==> src/rtl/gba_mmio_defines.vh <==
// GBA MMIO bit positions for the keypad block: KEYINPUT order, SNES pad order, KEYCNT fields.
`ifndef GBA_MMIO_DEFINES_VH
`define GBA_MMIO_DEFINES_VH

`define KEYCNT_IDX       9'h099

`define KEYINPUT_A       0
`define KEYINPUT_B       1
`define KEYINPUT_SELECT  2
`define KEYINPUT_START   3
`define KEYINPUT_RIGHT   4
`define KEYINPUT_LEFT    5
`define KEYINPUT_UP      6
`define KEYINPUT_DOWN    7
`define KEYINPUT_R       8
`define KEYINPUT_L       9

`define SNES_B           0
`define SNES_Y           1
`define SNES_SELECT      2
`define SNES_START       3
`define SNES_UP          4
`define SNES_DOWN        5
`define SNES_LEFT        6
`define SNES_RIGHT       7
`define SNES_A           8
`define SNES_X           9
`define SNES_L           10
`define SNES_R           11

`define KEYCNT_MASK_MSB  9
`define KEYCNT_IRQ_EN    14
`define KEYCNT_COND      15

`endif

==> src/rtl/keypad_controller_pkg.sv <==
// Shared keypad types and the KEYCNT interrupt-condition helper.
`include "gba_mmio_defines.vh"

package keypad_controller_pkg;

   localparam int NUM_KEYS = 10;

   typedef logic [NUM_KEYS-1:0] keys_t;

   // AND mode with an empty mask is defined as never true.
   function automatic logic keycnt_cond(input keys_t pressed, input keys_t mask,
                                        input logic irq_en, input logic and_mode);
      logic hit_any;
      logic hit_all;
      hit_any = |(pressed & mask);
      hit_all = (mask != '0) && ((pressed & mask) == mask);
      return irq_en && (and_mode ? hit_all : hit_any);
   endfunction

endpackage

==> src/rtl/keypad_debounce.sv <==
// Debounces the remapped key vector; a held change commits DEBOUNCE_CYCLES+1 cycles after it reaches keys_i.
// Output is active-low (KEYINPUT polarity); no backpressure.
module keypad_debounce
   import keypad_controller_pkg::*;
#(
   parameter int DEBOUNCE_CYCLES = 4096
) (
   input  logic  clock,
   input  logic  reset,
   input  keys_t keys_i,
   output keys_t keyinput_o
);

   localparam int CW = $clog2(DEBOUNCE_CYCLES + 1);
   localparam logic [CW-1:0] CNT_MAX = CW'(DEBOUNCE_CYCLES - 1);

   keys_t         cand_q, cand_d;
   keys_t         keyinput_q, keyinput_d;
   logic [CW-1:0] cnt_q, cnt_d;

   // Counter saturates at CNT_MAX and keeps re-committing the same value until the next change.
   always_comb begin
      cand_d     = cand_q;
      cnt_d      = cnt_q;
      keyinput_d = keyinput_q;
      if (keys_i != cand_q) begin
         cand_d = keys_i;
         cnt_d  = '0;
      end else if (cnt_q == CNT_MAX) begin
         keyinput_d = ~cand_q;
      end else begin
         cnt_d = cnt_q + CW'(1);
      end
   end

   always_ff @(posedge clock) begin
      if (reset) begin
         cand_q     <= '0;
         cnt_q      <= '0;
         keyinput_q <= '1;
      end else begin
         cand_q     <= cand_d;
         cnt_q      <= cnt_d;
         keyinput_q <= keyinput_d;
      end
   end

   assign keyinput_o = keyinput_q;

endmodule

==> src/rtl/keypad_controller.sv <==
// GBA keypad: SNES pad -> synchronizer -> remap -> KEYINPUT (debounced when KEYPAD_DEBOUNCE_EN is defined,
// else 3-cycle latency), plus KEYCNT edge-triggered interrupt pulse. No backpressure.
`include "gba_mmio_defines.vh"

module keypad_controller
   import keypad_controller_pkg::*;
#(
   parameter int DEBOUNCE_CYCLES = 4096
) (
   input  logic        clock,
   input  logic        reset,
   input  logic [15:0] buttons,
   input  logic [15:0] keycnt,
   output logic [15:0] keyinput,
   output logic        keypad_irq
);

   logic [15:0] sync1_q, sync2_q;
   keys_t       mapped;
   keys_t       keys_n;
   keys_t       pressed;
   logic        cond_d, cond_q;
   logic        unused_bits;

   always_ff @(posedge clock) begin
      if (reset) begin
         sync1_q <= '0;
         sync2_q <= '0;
      end else begin
         sync1_q <= buttons;
         sync2_q <= sync1_q;
      end
   end

   always_comb begin
      mapped                   = '0;
      mapped[`KEYINPUT_A]      = sync2_q[`SNES_A];
      mapped[`KEYINPUT_B]      = sync2_q[`SNES_B];
      mapped[`KEYINPUT_SELECT] = sync2_q[`SNES_SELECT];
      mapped[`KEYINPUT_START]  = sync2_q[`SNES_START];
      mapped[`KEYINPUT_RIGHT]  = sync2_q[`SNES_RIGHT];
      mapped[`KEYINPUT_LEFT]   = sync2_q[`SNES_LEFT];
      mapped[`KEYINPUT_UP]     = sync2_q[`SNES_UP];
      mapped[`KEYINPUT_DOWN]   = sync2_q[`SNES_DOWN];
      mapped[`KEYINPUT_R]      = sync2_q[`SNES_R];
      mapped[`KEYINPUT_L]      = sync2_q[`SNES_L];
   end

`ifdef KEYPAD_DEBOUNCE_EN
   keypad_debounce #(
      .DEBOUNCE_CYCLES(DEBOUNCE_CYCLES)
   ) u_debounce (
      .clock      (clock),
      .reset      (reset),
      .keys_i     (mapped),
      .keyinput_o (keys_n)
   );
`else
   keys_t keyinput_q;
   logic  unused_dc;

   always_ff @(posedge clock) begin
      if (reset) keyinput_q <= '1;
      else       keyinput_q <= ~mapped;
   end

   assign keys_n    = keyinput_q;
   assign unused_dc = (DEBOUNCE_CYCLES > 0);
`endif

   assign keyinput = {6'b0, keys_n};
   assign pressed  = ~keys_n;

   assign cond_d = keycnt_cond(pressed, keycnt[`KEYCNT_MASK_MSB:0],
                               keycnt[`KEYCNT_IRQ_EN], keycnt[`KEYCNT_COND]);

   always_ff @(posedge clock) begin
      if (reset) cond_q <= 1'b0;
      else       cond_q <= cond_d;
   end

   // Rising edge of the condition, visible in the same cycle keyinput commits.
   assign keypad_irq = cond_d & ~cond_q & ~reset;

   assign unused_bits = ^{sync2_q[`SNES_Y], sync2_q[`SNES_X], sync2_q[15:12], keycnt[13:10]};

endmodule

==> config.mk <==
export PLATFORM = sky130hd
export DESIGN_NAME = keypad_controller
export DESIGN_NICKNAME = d
export VERILOG_FILES = /design/src/rtl/keypad_controller_pkg.sv /design/src/rtl/keypad_debounce.sv /design/src/rtl/keypad_controller.sv
export VERILOG_INCLUDE_DIRS = /design/src /design/src/rtl
export SDC_FILE = /design/constraint.sdc
export NUM_CORES = 1
export LEC_CHECK = 0
export ABC_AREA = 1
export BUFFER_PORTS_ARGS = -buffer_cell sky130_fd_sc_hd__buf_2
export CAP_MARGIN = 20
export CORE_MARGIN = 2
export CORE_UTILIZATION = 31
export DETAILED_ROUTE_END_ITERATION = 6
export GPL_TIMING_DRIVEN = 0
export HOLD_SLACK_MARGIN = 0.15
export PLACE_DENSITY_LB_ADDON = 0.12
export SLEW_MARGIN = 20
export SYNTH_ARGS = -nofsm -noshare
export SYNTH_HDL_FRONTEND = slang
export SYNTH_SLANG_ARGS = --single-unit
==> constraint.sdc <==
create_clock -name clock -period 0.9 [get_ports clock]
set_clock_uncertainty 0.05 [all_clocks]
set_input_delay 0.045 -clock clock [delete_from_list [all_inputs] [get_ports clock]]
set_output_delay 0.045 -clock clock [all_outputs]
set_load 0.05 [all_outputs]
==> summary.txt <==
Outcome
  • Status: complete, but fails checks
  • Failing checks: negative setup slack

Clock network
  • Worst-Skew Late Latency: 310 ps
  • CTS Buf Count: 5
  • H-tree depth: 2
  • Clock transition at the registers of the reported paths: 80 ps
  • CTS max path bufs: 2
  • Total clock sinks: 31
  • # hold bufs at CTS: 11
  • CTS root buffer: clkbuf_4
  • TritonCTS clock tree: done

Placement
  • Post-placement cell area: 0.00142 mm²
  • Number of port buffers: 34
  • Placer Congestion: 0.749
  • Post-DP HPWL: 1500 µm

Die
  • Row count: 21
  • Top Ports: 51
  • Die Span Y: 64.2 µm
  • Die Area: 0.00412 mm²
  • Initial Util: 32.9%
  • Die W: 64.2 µm
  • Core Area: 0.00342 mm²

Routing
  • Post-route ant nets: 0
  • DR pass1 iterations: 2
  • Total wire length: 1980 µm
  • Routed length per instance: 7.47 µm
  • Vias: 968
  • Routed vias/inst: 3.65
  • DRC Markers: 0
  • First DRT Iteration DRCs: 32

Setup path
  • CP max FO: 3
  • Register-to-register setup slack: -240 ps
  • Crit Path Category: register to primary output
  • CP Data Required Time: 810 ps
  • Reg2Reg Capture Point: cond_q
  • Reg2reg start: keyinput_q[7]
  • Crit path DAT: 1400 ps
  • Register-to-Register Path Depth: 10
  • CP endpoint kind: primary output
  • Startpoint Class: register

Synth
  • Top cell type's share of synthesized area: 55.3%
  • Synth warnings: 0
  • Yosys cell types: 12
  • Ranking of synthesized cells by area: dfxtp_1 (55%), nand2_1 (14%), inv_1 (12%), nor2_1 (11%), buf_4 (4.0%)
  • Yosys reg bits: 31
  • Yosys top cell by area: dfxtp_1
  • Gate count after technology mapping: 156
  • Synthesized area: 0.00112 mm²
  • Post-Syn Area per Cell: 7.19 µm²
  • Post-synthesis sequential area ratio: 55.3%

STA
  • Max Freq: 0.671 GHz
  • Fin crit share: 166%
  • Final worst slack: -591 ps
  • Fin. Hold Viols: 0
  • Final Max Slew Viols: 0
  • Fin Setup TNS: -1350 ps
  • RSZ-0062 raised after global routing: true
  • Worst hold margin: 97.4 ps
  • Final Setup Violations: 12
  • Tmin final: 1490 ps

Layout
  • Register Area: 658 µm²
  • Post-Layout Inst Area: 0.00175 mm²
  • Commonest non-fill, non-tap cell in the layout: nand2_1
  • Layout cells sized above 1: 31.1%
  • Most frequent cells in the layout: nand2_1 (40), inv_1 (34), nor2_1 (30), buf_2 (23), dfxtp_1 (21)
  • Fin util: 51.1%
  • Final net count: 252
  • Fill cells: 347
  • ANT cells: 0
  • Synthesis-to-layout area growth: 55.6%
  • Multi-input logic area: 348 µm²

GRT
  • First-pass GRT wire length: 3420 µm
  • Antenna violations before repair: 0
  • Grt ovf: 0
  • Vias in the first global route: 874
  • Total GRT Usage: 10.9%
  • Largest net degree at the start of global routing: 11

Hold path
  • Hold path endpoint: cond_q
  • Hold crit path type: primary input to register
  • Depth of the worst hold-timing path: 5
  • Hold Startpoint: keycnt[15]

Power
  • Switching share of power: 24.6%
  • Cell-internal power: 1.96 mW
  • Maximum vdd drop: 0.000710 V
  • Pwr per Cell Area: 1490 mW/mm²
  • Power Total: 2.60 mW
  • Combinational power share: 15.1%
  • Leakage: 0.963 nW
  • Psw: 0.640 mW
  • Clk pwr share: 29.9%
  • Seq pwr share: 55.0%

Flow run
  • Max_cap viols: 0
==> power groups by stage <==
| stage | registers [mW] | logic, mW | clock network [mW] |
|---|---|---|---|
| floorplan | 1.50 | 0.180 | 0 |
| global placement | 1.46 | 0.310 | 0 |
| detailed placement | 1.46 | 0.315 | 0 |
| CTS | 1.43 | 0.380 | 0.822 |
| global route | 1.44 | 0.431 | 0.903 |
| finish | 1.43 | 0.392 | 0.777 |
==> sequential cells by signal, indices dropped and copies added (netlist names) <==
name,flops
sync2_q,10
keyinput_q,10
cond_q,1
sync1_q,10
==> worst max-delay path by stage <==
stage,from,end,depth (start not counted)
2_1_floorplan,keyinput_q[9],keypad_irq,7
3_3_place_gp,keyinput_q[9],keypad_irq,8
3_5_place_dp,keyinput_q[9],keypad_irq,8
4_1_cts,keyinput_q[1],keypad_irq,8
5_1_grt,keyinput_q[0],keypad_irq,8
6_report,keyinput_q[4],keypad_irq,8
==> routing by layer <==
layer	global-route usage, %	part of all wire (%)	up-vias
li1	-	-	546
met1	10.3	39	389
met2	19.7	52	31
met3	4.93	8.0	2
met4	5.59	0.96	0
met5	0	0	-
==> metrics by stage <==
stage,setup WS [ps],std cells
detailed placement,-403,241
CTS,-644,263
global placement,-377,241
finish,-591,265
floorplan,-350,161
global route,-747,265
==> synthesized netlist by cell type (all sizes together) <==
cell	n
clkbuf	2
nor2	32
clkinv	1
nor3	1
buf	6
or2	1
and2	1
inv	35
nand2	42
conb	1
dfxtp	31
nand3	3
==> logic make-up after synthesis <==
| logic type | Yosys count | share of synthesized area, % |
|---|---|---|
| other | 1 | 0.334 |
| DFF | 31 | 55.3 |
| buffers and inverters | 44 | 16.7 |
| and+or+nand+nor | 80 | 27.6 |
==> worst max-delay path: stages, from the launching register on <==
cell and delay [ps]:
dfxtp_4 360, nand2_1 50, nand2_1 40, nor3_1 150, nand3_1 90, nand2_1 80, nand2_2 70, nor2_4 80
buf_6 150
==> timing repair <==
item,4_1_cts,5_1_grt
endpoints found under the setup margin,12,13
resized for setup,28,11
endpoints found under the hold margin,21,1
setup buffers,3,3
pin swaps,8,4
==> layout make-up <==
cell class	instances	area share, %
multi-input combinational	86	19.9
tap	46	3.30
inverter	36	7.95
buffer	8	3.01
clock buffer	7	3.15
clock inverter	1	0.287
timing repair buffer	50	24.7
sequential	31	37.7
Note: power is estimated with default switching activity, not from simulation.
